$ cat src/rtl/furv_bus_pkg.sv
// Shared types and helpers for the furv two-master bus arbiter.
// Used by the top-level arbiter and its watchdog sub-module.
package furv_bus_pkg;

  typedef enum logic {
    IDLE = 1'b0,
    BUSY = 1'b1
  } arb_state_t;

  localparam logic MST_M0 = 1'b0;
  localparam logic MST_M1 = 1'b1;

  function automatic int sel_width(input int data_w);
    return data_w / 8;
  endfunction

endpackage

$ cat src/rtl/furv_bus_watchdog.sv
// Slave-ack watchdog: counts BUSY cycles and flags the last permitted cycle.
// With TIMEOUT=0 the counter is not built and expire_o is constant 0.
module furv_bus_watchdog #(
  parameter int TIMEOUT = 64
) (
  input  logic clk,
  input  logic rst_n,
  input  logic clr_i,
  input  logic en_i,
  output logic expire_o
);

  generate
    if (TIMEOUT > 0) begin : g_wd
      localparam int CNT_W = $clog2(TIMEOUT + 1);
      localparam logic [CNT_W-1:0] LAST_CNT = CNT_W'(TIMEOUT - 1);

      logic [CNT_W-1:0] cnt_q;
      logic [CNT_W-1:0] cnt_d;

      assign expire_o = (cnt_q == LAST_CNT);

      // Holding at the expiry value is harmless: the arbiter leaves BUSY on expiry.
      always_comb begin
        cnt_d = cnt_q;
        if (clr_i) begin
          cnt_d = {CNT_W{1'b0}};
        end else if (en_i && !expire_o) begin
          cnt_d = cnt_q + {{(CNT_W-1){1'b0}}, 1'b1};
        end else begin
          cnt_d = cnt_q;
        end
      end

      // Counter register.
      always_ff @(posedge clk or negedge rst_n) begin
        if (!rst_n) begin
          cnt_q <= {CNT_W{1'b0}};
        end else begin
          cnt_q <= cnt_d;
        end
      end
    end else begin : g_no_wd
      assign expire_o = 1'b0;
    end
  endgenerate

endmodule

$ cat src/rtl/furv_bus_arbiter.sv
// Two-master round-robin arbiter (M0 fetch, M1 load/store) onto one memory bus,
// one transaction in flight, with a slave-ack watchdog returning an error-ack.
module furv_bus_arbiter
  import furv_bus_pkg::*;
#(
  parameter int ADDR_W  = 30,
  parameter int DATA_W  = 32,
  parameter int TIMEOUT = 64
) (
  input  logic                           clk,
  input  logic                           rst_n,
  input  logic                           m0_req,
  input  logic                           m0_we,
  input  logic [ADDR_W-1:0]              m0_addr,
  input  logic [sel_width(DATA_W)-1:0]   m0_sel,
  input  logic [DATA_W-1:0]              m0_wdata,
  output logic [DATA_W-1:0]              m0_rdata,
  output logic                           m0_ack,
  output logic                           m0_err,
  input  logic                           m1_req,
  input  logic                           m1_we,
  input  logic [ADDR_W-1:0]              m1_addr,
  input  logic [sel_width(DATA_W)-1:0]   m1_sel,
  input  logic [DATA_W-1:0]              m1_wdata,
  output logic [DATA_W-1:0]              m1_rdata,
  output logic                           m1_ack,
  output logic                           m1_err,
  output logic                           s_cyc,
  output logic                           s_we,
  output logic [ADDR_W-1:0]              s_addr,
  output logic [sel_width(DATA_W)-1:0]   s_sel,
  output logic [DATA_W-1:0]              s_wdata,
  input  logic [DATA_W-1:0]              s_rdata,
  input  logic                           s_ack
);

  localparam int SEL_W = sel_width(DATA_W);

  arb_state_t        state_q, state_d;
  logic              grant_q, grant_d;
  logic              last_q, last_d;
  logic              s_cyc_q, s_cyc_d;
  logic              s_we_q, s_we_d;
  logic [ADDR_W-1:0] s_addr_q, s_addr_d;
  logic [SEL_W-1:0]  s_sel_q, s_sel_d;
  logic [DATA_W-1:0] s_wdata_q, s_wdata_d;

  logic busy_s;
  logic req_g_s;
  logic expire_s;
  logic ack_s;
  logic tmo_s;
  logic win_s;

  assign busy_s  = (state_q == BUSY);
  assign req_g_s = (grant_q == MST_M1) ? m1_req : m0_req;

  // A master that has dropped its request is not acked, even if the slave answers.
  assign ack_s = busy_s && req_g_s && s_ack;
  assign tmo_s = busy_s && req_g_s && !s_ack && expire_s;

  assign m0_ack   = (ack_s || tmo_s) && (grant_q == MST_M0);
  assign m1_ack   = (ack_s || tmo_s) && (grant_q == MST_M1);
  assign m0_err   = tmo_s && (grant_q == MST_M0);
  assign m1_err   = tmo_s && (grant_q == MST_M1);
  assign m0_rdata = s_rdata;
  assign m1_rdata = s_rdata;

  assign s_cyc   = s_cyc_q;
  assign s_we    = s_we_q;
  assign s_addr  = s_addr_q;
  assign s_sel   = s_sel_q;
  assign s_wdata = s_wdata_q;

  // On contention the master that did not win last time is chosen.
  always_comb begin
    if (m0_req && m1_req) begin
      win_s = (last_q == MST_M0) ? MST_M1 : MST_M0;
    end else if (m1_req) begin
      win_s = MST_M1;
    end else begin
      win_s = MST_M0;
    end
  end

  // Next-state, grant and slave-side register computation.
  always_comb begin
    state_d   = state_q;
    grant_d   = grant_q;
    last_d    = last_q;
    s_cyc_d   = s_cyc_q;
    s_we_d    = s_we_q;
    s_addr_d  = s_addr_q;
    s_sel_d   = s_sel_q;
    s_wdata_d = s_wdata_q;
    case (state_q)
      IDLE: begin
        if (m0_req || m1_req) begin
          grant_d   = win_s;
          last_d    = win_s;
          s_cyc_d   = 1'b1;
          s_we_d    = (win_s == MST_M1) ? m1_we    : m0_we;
          s_addr_d  = (win_s == MST_M1) ? m1_addr  : m0_addr;
          s_sel_d   = (win_s == MST_M1) ? m1_sel   : m0_sel;
          s_wdata_d = (win_s == MST_M1) ? m1_wdata : m0_wdata;
          state_d   = BUSY;
        end else begin
          state_d = IDLE;
        end
      end
      BUSY: begin
        if (!req_g_s || ack_s || tmo_s) begin
          s_cyc_d = 1'b0;
          state_d = IDLE;
        end else begin
          state_d = BUSY;
        end
      end
      default: begin
        s_cyc_d = 1'b0;
        state_d = IDLE;
      end
    endcase
  end

  // Arbiter FSM and registered slave-side outputs.
  always_ff @(posedge clk or negedge rst_n) begin
    if (!rst_n) begin
      state_q   <= IDLE;
      grant_q   <= MST_M0;
      last_q    <= MST_M1;
      s_cyc_q   <= 1'b0;
      s_we_q    <= 1'b0;
      s_addr_q  <= {ADDR_W{1'b0}};
      s_sel_q   <= {SEL_W{1'b0}};
      s_wdata_q <= {DATA_W{1'b0}};
    end else begin
      state_q   <= state_d;
      grant_q   <= grant_d;
      last_q    <= last_d;
      s_cyc_q   <= s_cyc_d;
      s_we_q    <= s_we_d;
      s_addr_q  <= s_addr_d;
      s_sel_q   <= s_sel_d;
      s_wdata_q <= s_wdata_d;
    end
  end

  furv_bus_watchdog #(
    .TIMEOUT (TIMEOUT)
  ) u_watchdog (
    .clk      (clk),
    .rst_n    (rst_n),
    .clr_i    (!busy_s),
    .en_i     (busy_s),
    .expire_o (expire_s)
  );

endmodule

$ cat config.mk
export PLATFORM = sky130hd
export DESIGN_NAME = furv_bus_arbiter
export DESIGN_NICKNAME = d
export VERILOG_FILES = /design/src/rtl/furv_bus_pkg.sv /design/src/rtl/furv_bus_watchdog.sv /design/src/rtl/furv_bus_arbiter.sv
export SDC_FILE = /design/constraint.sdc
export NUM_CORES = 1
export LEC_CHECK = 0
export ABC_AREA = 1
export BUFFER_PORTS_ARGS = -buffer_cell sky130_fd_sc_hd__buf_4
export CAP_MARGIN = 20
export CORE_AREA = 2 2 121 123
export DETAILED_ROUTE_END_ITERATION = 12
export DIE_AREA = 0 0 123 125
export GPL_ROUTABILITY_DRIVEN = 0
export PLACE_DENSITY = 0.69
export SYNTH_ARGS = -nofsm -noshare
export SYNTH_HDL_FRONTEND = slang
export SYNTH_HIERARCHICAL = 1
export SYNTH_SLANG_ARGS = --single-unit
$ cat constraint.sdc
create_clock -name clk -period 2.2 [get_ports clk]
set_input_delay 0.22 -clock clk [delete_from_list [all_inputs] [get_ports clk]]
set_output_delay 0.22 -clock clk [all_outputs]
set_load 0.01 [all_outputs]
# Yosys cells after proc, flatten, opt, wreduce, memory -nomap -nowiden
# Cells that the tools add are included.
# Widths: inputs -> output; s select.
# word_totals
input_bits	171
output_inout_bits	136
ff_bits	78
word_cells	51
# op_classes
eq_ne	4
muxes	16
reduce_logical	19
addsub	1
n_bitwise	2
# ops
cell	n
$mux 32	1
$mux 30	1
$mux 7	2
$logic_and 1x1->1	10
$mux 1	9
$add 7x1->7 const B	1
$eq 7x6->1 const B	1
$logic_or 1x1->1	4
$mux 4	1
$ne 2x1->1 const B	2
$pmux 1 s2	2
$reduce_and 2->1	2
$logic_not 1->1	3
$ne 2x2->1 const B	1
$not 1->1	2

# Longest topological paths before layout
# Gate-level depths: netlist (run 1).
# depth
depth_word	7
ltp_mapped	8
ltp_nobuf	8

# By module
# Netlist (run 1), hierarchy kept.
# modules_own_cells
mod	instances	cells_per_inst	area_per_inst_um2
furv_bus_arbiter	1	605	4439.3
furv_bus_watchdog	1	64	452.9

# Worst setup path after synthesis (run 1)
# Ideal clock, no wire load.
# synth_path
path_kind	flip-flop to output port
start	register u_watchdog.g_wd.cnt_q[0]
end	output port m0_err
n_path_buf	0
stages_incl_launch_ff	8
setup_slack_ns	0.683
arrival_ns	1.297
cell_sequence	dfrtp_1 ha_1 nand3_2 nor2_2 inv_1 nor2_1 nand3_1 nor2_1
# synth_via
elab_chain_len	3
# synth_lines
item	line	source
start, declared	furv_bus_watchdog.sv:18	logic [CNT_W-1:0] cnt_q;
start signal, assigned	furv_bus_watchdog.sv:38	cnt_q <= {CNT_W{1'b0}};
start signal, assigned	furv_bus_watchdog.sv:40	cnt_q <= cnt_d;
$eq 7x6->1	furv_bus_watchdog.sv:21	assign expire_o = (cnt_q == LAST_CNT);
net expire_s	furv_bus_arbiter.sv:50	logic expire_s;
$logic_and 1x1->1	furv_bus_arbiter.sv:60	assign tmo_s = busy_s && req_g_s && !s_ack && expire_s;
$logic_and 1x1->1	furv_bus_arbiter.sv:64	assign m0_err = tmo_s && (grant_q == MST_M0);
end, declared	furv_bus_arbiter.sv:19	output logic m0_err,
# The timed path passes the listed nets, and every way through them passes these cells.

# Final worst setup path (run 1)
# layout_path
start	register u_watchdog.g_wd.cnt_q[1]
end	output port m0_err
# Same word-level chain as after synthesis.

==> impl_metrics.yaml, run 1 <==
die:
  core_area_um2: 14200
  io_pins: 307
  die_x_um: 123
  die_height_um: 125
  start_util_pct: 34.4
  dieArea_um2: 15400
  num_rows: 44
synth:
  ys.flop_type: "dfrtp_1"
  synth_area_um2: 4890
  synth_most_common_cell: "nand2_1"
  ys_ff_latch: 78
  synth-edff-count: 0
  seq_area_frac_synth_pct: 39.9
  synth.net_count: 841
  syn_inst: 669
  netlist.area_leader.share_pct: 39.4
  synth.area.top_cells: "dfrtp_1, nand2_1, buf_4"
  async_reset_ff_share_pct: 100
  synth_area_per_cell_um2: 7.31
  yosys_warnings: 6
  synth_area_leader_cell: "dfrtp_1"
  yosysUniqueCellTypes: 21
  synthTopCellsByCount: "nand2_1, nand3_1, inv_1"
global_routing:
  grt_pass1_wl_um: 21300
  antenna_found_initial: 0
  overflow: 0
  grt_pass1_vias: 4310
  grt_max_degree: 68
  grtUsageTotal_pct: 17.5
setup_path:
  rrSetupSlack_ns: 0.75
  critPathArrivalTime_ns: 1.77
  path_max_fanout: 5
  worstReg2RegEnd: "s_addr[18]"
  start_kind: "flop"
  rr_worst_depth: 4
  cp_top_family: "simple AND/OR/NAND/NOR gates"
  cp_cell_sequence: "ha_1, nand3_2, nor2_2, inv_1, nor2_1, nand3_1, nor2_1, buf_4"
  crit_end: "m0_err"
  critPathCaptureType: "primary output"
  worstSetupPathType: "reg2out"
  r2r-start: "busy_s"
  cp_slowest_stage_delay_ns: 0.41
  cp_common_cell: "nor2_1"
  worst-path-buf-inv: 2
  worst-path-stages: 8
  worst_path_max_delay_cell: "dfrtp_1"
  worstPathRequired_ns: 1.98
  startpoint: "u_watchdog/g_wd.cnt_q[1]"
sta:
  worstMarginPinSlew_ns: 0.528
  slew_headroom_pct: 64.8
  setup_viol_count_final: 0
  max_freq_ghz: 0.502
  rsz0062_at_grt: "no"
  setup_tns_ns: 0
  period_share_pct: 90.5
  slew_violations: 0
  hold_violations: 0
  fin_crit_ns: 1.99
  fin_skew_ns: 0.00663
drt:
  vias: 4522
  dr.pass1.iters: 6
  routed_wl_um: 13600
  wl_per_cell_um: 13.7
  detail_route.vias_per_cell: 4.57
  drtAntennaViolNets: 0
  drt_iter0_markers: 205
  drc: 0
cts:
  cts_made_buffers: 9
  clkTransAtPathRegs_ns: 0.06
  postCtsSetupBuffers: 0
  cts_tree: "yes"
  clockBufferDepth: 2
  htreeDepth: 3
  clock_latency_ns: 0.34
  cts.sinks: 78
  root_buffer: "clkbuf_16"
power_and_ir_drop:
  p_per_area_nw_per_um2: 1110
  max-vdd-ir-drop_mv: 0.395
  leakage_nw: 3.64
place:
  dp_hpwl_um: 9620
  post-place-cells: 973
  portBuffers: 210
layout:
  seq_area_um2: 1950
  layoutNonFillerInstCount: 990
  multiInputGateArea_um2: 1940
  drive_gt1_share_pct: 30.5
  fillers: 1469
  num_antenna_cells: 0
  layout.nets: 973
  area_growth_pct: 31.6
job:
  maxCapViolCount: 0
hold_path:
  worst_hold_path_type: "in2reg"
  worstHoldPathCells: 5
run_status:
  status: "finished, final reports clean"
[sequential cells by signal, summed over array words and instances, names as in the netlist]
name,count
s_wdata,32
s_addr,30
u_watchdog/g_wd.cnt_q,7
s_sel,4
busy_s,1
grant_q,1
last_q,1
s_cyc,1
s_we,1
[where the power goes]
group / internal, W / total, W / switching (W)
clock: 0.000856 / 0.00141 / 0.000550
sequential: 0.00211 / 0.00254 / 0.000432
combinational: 0.00148 / 0.00320 / 0.00172
[worst min-delay path, stage by stage]
cell     delay [ns]
buf_4          0.08
inv_1          0.03
nand2_1        0.05
nand3_1        0.06
nand2_1        0.05
[layout make-up]
cell class	count	share of cell area [%]
clock buffer	15	4.32
multi-input combinational	404	30.1
sequential	78	30.4
inverter	86	5.02
clock inverter	1	0.0778
timing repair buffer	222	26.5
tap	184	3.58
[cell families (layout without fill, tap and decap cells)]
kind of cell / after synthesis / count (layout) / synth area share (%)
AOI/OAI and AO/OA: 4 / 4 / 0.639
DFF: 78 / 78 / 39.9
and+or+nand+nor: 399 / 399 / 38.6
buffers and inverters: 187 / 324 / 20.5
adders and majority gates: 1 / 1 / 0.256
[cell usage in the layout (no fill, tap or decap), types with 2 or more instances in the layout]
master | netlist | final
inv_1 | 85 | 85
nor2_1 | 12 | 12
dfrtp_1 | 77 | 76
nor2_2 | 3 | 3
o21ai_0 | 2 | 2
clkbuf_16 | 0 | 9
buf_4 | 71 | 218
nand3b_1 | 67 | 67
nand2_2 | 0 | 2
clkbuf_1 | 6 | 3
nand3_1 | 87 | 87
clkbuf_8 | 0 | 3
nand3_2 | 2 | 2
nand4_1 | 2 | 2
nand2_1 | 225 | 223
buf_12 | 0 | 3
[per-layer routing]
layer / vias up / GRT usage [%] / wire length [µm]
li1: 2266 / - / -
met1: 2046 / 21.5 / 5590
met2: 177 / 28.6 / 6380
met3: 33 / 4.79 / 1240
met4: 0 / 7.55 / 358
met5: - / 0 / 0
[timing repair]
item / in CTS / in global routing
resized for setup: 0 / 1
endpoints found under the setup margin: 0 / 1
endpoints found under the hold margin: 37 / 0
hold buffers: 1 / 0
[through the flow]
step / total power, W / utilization [%] / worst slack [ns] / instance area, µm² / hold WS, ns
2_1_floorplan: 0.00428 / - / 0.683 / 4890 / -0.0756
3_5_place_dp: 0.00580 / 43.2 / 0.544 / 6140 / 0.231
5_1_grt: 0.00771 / 45.3 / 0.00466 / 6440 / 0.188
3_3_place_gp: 0.00575 / 43.2 / 0.565 / 6140 / 0.234
4_1_cts: 0.00726 / 45.3 / 0.166 / 6430 / 0.159
6_report: 0.00715 / 45.3 / 0.209 / 6440 / 0.175
[worst min-delay path by stage]
stage / start / end / slack [ns]
2_1_floorplan: rst_n / busy_s / -0.08
3_3_place_gp: rst_n / s_addr[27] / 0.23
3_5_place_dp: rst_n / s_addr[27] / 0.23
4_1_cts: m0_wdata[11] / s_wdata[11] / 0.16
5_1_grt: m0_wdata[25] / s_wdata[25] / 0.19
6_report: m0_wdata[3] / s_wdata[3] / 0.17
No activity file was read; power rests on OpenSTA's default activity.
==> run 2: changes to the inputs <==
- SETUP_SLACK_MARGIN: not set -> 0.3
==> impl_metrics.yaml, run 2 (synthesis results as in run 1) <==
run_status:
  status: "finished, final reports clean"
drt:
  drtAntennaViolNets: 0
  routed_wl_um: 13600
  drt_iter0_markers: 190
  vias: 4552
  wl_met1_um: 5630
  wl_per_cell_um: 13.7
  wl_met2_um: 6420
  dr.pass1.iters: 4
  top_layer: "met4"
  detail_route.vias_per_cell: 4.58
  met3_length_um: 1230
  drc: 0
global_routing:
  grt_pass1_wl_um: 21300
  overflow: 0
  grt_pass1_vias: 4320
  grt_max_degree: 68
  grtUsageTotal_pct: 17.6
  antenna_found_initial: 0
hold_path:
  hp-start: "s_ack"
  worst_hold_path_type: "in2reg"
layout:
  area_growth_pct: 32.7
  num_antenna_cells: 0
  layout.nets: 977
  drive_gt1_share_pct: 31.2
  layout_common_cells: "nand2_1, buf_4, nand3_1"
  layout_commonest_cell: "nand2_1"
  largest_reg_flops: 32
sta:
  hold_violations: 0
  setup_tns_ns: 0
  fin_crit_ns: 1.81
  slew_headroom_pct: 64.8
  slew_violations: 0
  setup_viol_count_final: 0
  max_freq_ghz: 0.553
  worstMarginPinSlew_ns: 0.528
  rsz0062_at_grt: "yes"
  worst_hold_slack_ns: 0.173
  period_share_pct: 82.2
  fin_skew_ns: 0.00697
power_and_ir_drop:
  seqPwrFrac_pct: 35.3
  pwr-share-clk_pct: 19.6
  sw_frac_of_total_pct: 37.8
  p_switching_w: 0.00272
  leakage_nw: 3.66
  combPwrFrac_pct: 45.1
  p_per_area_nw_per_um2: 1110
  max-vdd-ir-drop_mv: 0.395
  p_int_w: 0.00447
die:
  io_pins: 307
  die_height_um: 125
  core_area_um2: 14200
  dieArea_um2: 15400
  start_util_pct: 34.4
  die_x_um: 123
  num_rows: 44
cts:
  cts_tree: "yes"
  cts_made_buffers: 9
  clock_latency_ns: 0.34
  clkTransAtPathRegs_ns: 0.06
  htreeDepth: 3
  root_buffer: "clkbuf_16"
  clockBufferDepth: 2
  cts.sinks: 78
place:
  portBuffers: 210
  dp_hpwl_um: 9620
setup_path:
  worstPathRequired_ns: 1.98
  worstSetupPathType: "reg2out"
  r2r-start: "busy_s"
  startpoint: "u_watchdog/g_wd.cnt_q[1]"
  critPathArrivalTime_ns: 1.59
  critPathCaptureType: "primary output"
  path_max_fanout: 3
  start_kind: "flop"
job:
  maxCapViolCount: 0
run 2: changes by cell type in the layout (fill, tap and decap cells not counted):
| cell | before | now |
|---|---|---|
| nor2_1 | 12 | 10 |
| buf_4 | 218 | 222 |
| ha_1 | 1 | 0 |
| nand3_4 | 0 | 1 |
| dfrtp_1 | 76 | 77 |
| nor2_4 | 1 | 2 |
| dfrtp_2 | 1 | 0 |
| nand3_1 | 87 | 86 |
| ha_2 | 0 | 1 |
| nor2_2 | 3 | 4 |
run 2: through the flow:
stage                     area (µm²)  worst slack (ns)  utilization (%)  power (W)  instances
after floorplan                 4890             0.683                -    0.00428        669
after global placement          6140             0.565             43.2    0.00575        973
after detailed placement        6140             0.544             43.2    0.00580        973
after CTS                       6460             0.315             45.5    0.00728        992
after global routing            6490             0.270             45.7    0.00774        994
final                           6490             0.391             45.7    0.00718        994
run 2: area by class of cell:
cell class / instances / area, µm²
clock buffer: 15 / 278
clock inverter: 1 / 5.00
fill: 1462 / 7710
inverter: 86 / 323
multi-input combinational: 404 / 1960
sequential: 78 / 1950
tap: 184 / 230
timing repair buffer: 226 / 1740
run 2: path summary, 6_finish.rpt:
check / endpoint / slack [ns] / cells after the start
worst max-delay path: m0_err / 0.39 / 8
worst min-delay path: busy_s / 0.17 / 4
worst max register to register: s_addr[1] / 0.72 / 4
worst min register to register: last_q / 0.47 / 2
max in group asynchronous: u_watchdog/g_wd.cnt_q[3] / 1.19 / 3
min in group asynchronous: s_addr[27] / 0.40 / 2
run 2: what timing repair did:
action,in CTS,in global routing
gates resized for setup,3,3
hold endpoints to repair,37,0
endpoints found under the setup margin,4,4
setup buffers,2,2
hold buffers,1,0
pin swaps,0,3
run 2: per-layer routing:
metal  vias to the layer above  global-route usage [%]
met5                         -                       0
met4                         0                    7.55
met3                        33                    4.79
met2                       184                    28.7
met1                      2062                    21.6
li1                       2273                       -
run 2: worst max-delay path, cell delays in order, from the launching register on:
cell and delay [ns]:
dfrtp_1 0.36, ha_2 0.22, nand3_4 0.10, nor2_4 0.12, inv_1 0.04, nor2_1 0.07
nand3_1 0.09, nor2_1 0.11, buf_4 0.12
run 2: power by group through the flow:
stage	clock network (W)	registers, W	logic (W)
2_1_floorplan	0	0.00280	0.00148
3_3_place_gp	0	0.00255	0.00320
3_5_place_dp	0	0.00255	0.00325
4_1_cts	0.00146	0.00254	0.00329
5_1_grt	0.00151	0.00262	0.00361
6_report	0.00141	0.00253	0.00324
==> run 3: changes to the inputs <==
- clock period: 2.2 -> 1.7 ns (I/O delays scaled with it)
==> impl_metrics.yaml, run 3 (synthesis results as in run 1) <==
cts:
  cts_tree: "yes"
  clockBufferDepth: 2
  clock_latency_ns: 0.33
  root_buffer: "clkbuf_16"
  cts.sinks: 78
  cts_made_buffers: 9
  clkTransAtPathRegs_ns: 0.06
  htreeDepth: 3
setup_path:
  worst_path_max_delay_cell: "dfrtp_1"
  critPathArrivalTime_ns: 1.63
  critPathCaptureType: "primary output"
  cp_slowest_stage_delay_ns: 0.39
  rr_worst_depth: 8
  start_kind: "flop"
  worstPathRequired_ns: 1.53
  worstSetupPathType: "reg2out"
  startpoint: "u_watchdog/g_wd.cnt_q[1]"
  r2r-start: "u_watchdog/g_wd.cnt_q[0]"
  cp_cell_sequence: "ha_4, nand3_4, nor2_4, buf_4, nor2_4, inv_2, nand3_2, nor2_2, buf_4"
  path_max_fanout: 3
sta:
  max_freq_ghz: 0.557
  worstMarginPinSlew_ns: 0.430
  rsz0062_at_grt: "yes"
  slew_violations: 0
  slew_headroom_pct: 71.4
  setup_viol_count_final: 4
  hold_violations: 0
  worst_hold_slack_ns: 0.137
  fin_crit_ns: 1.80
  fin_skew_ns: 0.00835
  worst_slack_ns: -0.0959
  period_share_pct: 106
layout:
  utilization_pct: 47.7
  largest_reg_flops: 32
  fin_area_um2: 6770
  layoutNonFillerInstCount: 1002
  drive_gt1_share_pct: 33.3
  layout_common_cells: "nand2_1, buf_4, nand3_1"
  area_growth_pct: 38.5
  layout.nets: 987
  num_antenna_cells: 0
drt:
  dr.pass1.iters: 5
  drc: 0
  drtAntennaViolNets: 0
  drt_iter0_markers: 167
  vias: 4565
  routed_wl_um: 13800
  wl_per_cell_um: 13.8
  detail_route.vias_per_cell: 4.56
place:
  portBuffers: 210
  place_area_um2: 6270
  post-place-cells: 977
  dp_hpwl_um: 9640
power_and_ir_drop:
  leakage_nw: 3.78
  max-vdd-ir-drop_mv: 0.582
  total_power_w: 0.00978
  p_per_area_nw_per_um2: 1440
job:
  maxCapViolCount: 0
die:
  die_x_um: 123
  start_util_pct: 34.4
  die_height_um: 125
  io_pins: 307
  core_area_um2: 14200
  dieArea_um2: 15400
  num_rows: 44
global_routing:
  antenna_found_initial: 0
  grt_max_degree: 41
  grtUsageTotal_pct: 17.0
  overflow: 0
  grt_pass1_wl_um: 20800
  grt_pass1_vias: 4244
hold_path:
  worstHoldPathCells: 5
  worst_hold_path_type: "in2reg"
  hp-start: "m0_wdata[15]"
run_status:
  status: "finished, violations left"
  violations: "setup timing"
run 3: report_power, final:
group          internal [W]  leakage, nW  switching (W)  total (W)
logic               0.00215         2.68        0.00237    0.00452
registers           0.00273        0.948       0.000521    0.00326
clock network       0.00131        0.150       0.000696    0.00200
run 3: final timing paths:
check | endpoint | slack, ns
max in group asynchronous | u_watchdog/g_wd.cnt_q[0] | 0.79
worst max register to register | s_cyc | 0.36
worst min register to register | s_wdata[18] | 0.48
worst max-delay path | m0_ack | -0.1
worst min-delay path | s_wdata[15] | 0.14
min in group asynchronous | s_addr[8] | 0.34
run 3: worst max-delay path, delay by kind of cell, from the launching register on:
family	cells	cell delay (ns)
fa+ha+maj	1	0.16
simple gates	5	0.45
buf+inv	3	0.30
flops	1	0.39
run 3: layer usage:
layer  global-route usage [%]  up-vias  part of all wire, %
met2                     28.7      175                   48
met3                     5.20       26                  9.1
met4                     4.88        0                  1.9
li1                         -     2290                    -
met5                        0        -                    0
met1                     20.7     2074                   41
run 3: stage by stage:
stage	setup TNS, ns	setup slack, ns
CTS	-0.271	-0.0820
detailed placement	0	0.167
finish	-0.280	-0.0959
floorplan	0	0.313
global route	-0.702	-0.194
global placement	0	0.192
run 3: area by class of cell:
cell class	instances	area, µm²
Clock buffer	10	239
Clock inverter	4	72.6
Fill cell	1431	7430
Inverter	86	323
Multi-Input combinational cell	404	2010
Sequential cell	78	1960
Tap cell	184	230
Timing Repair Buffer	236	1940
run 3: timing repair:
action | 4_1_cts | 5_1_grt
endpoints found under the setup margin | 4 | 17
resized for setup | 1 | 10
hold endpoints to repair | 27 | 0
setup buffers | 4 | 3
hold buffers | 1 | 0
cloned | 0 | 3
pin swaps | 4 | 5
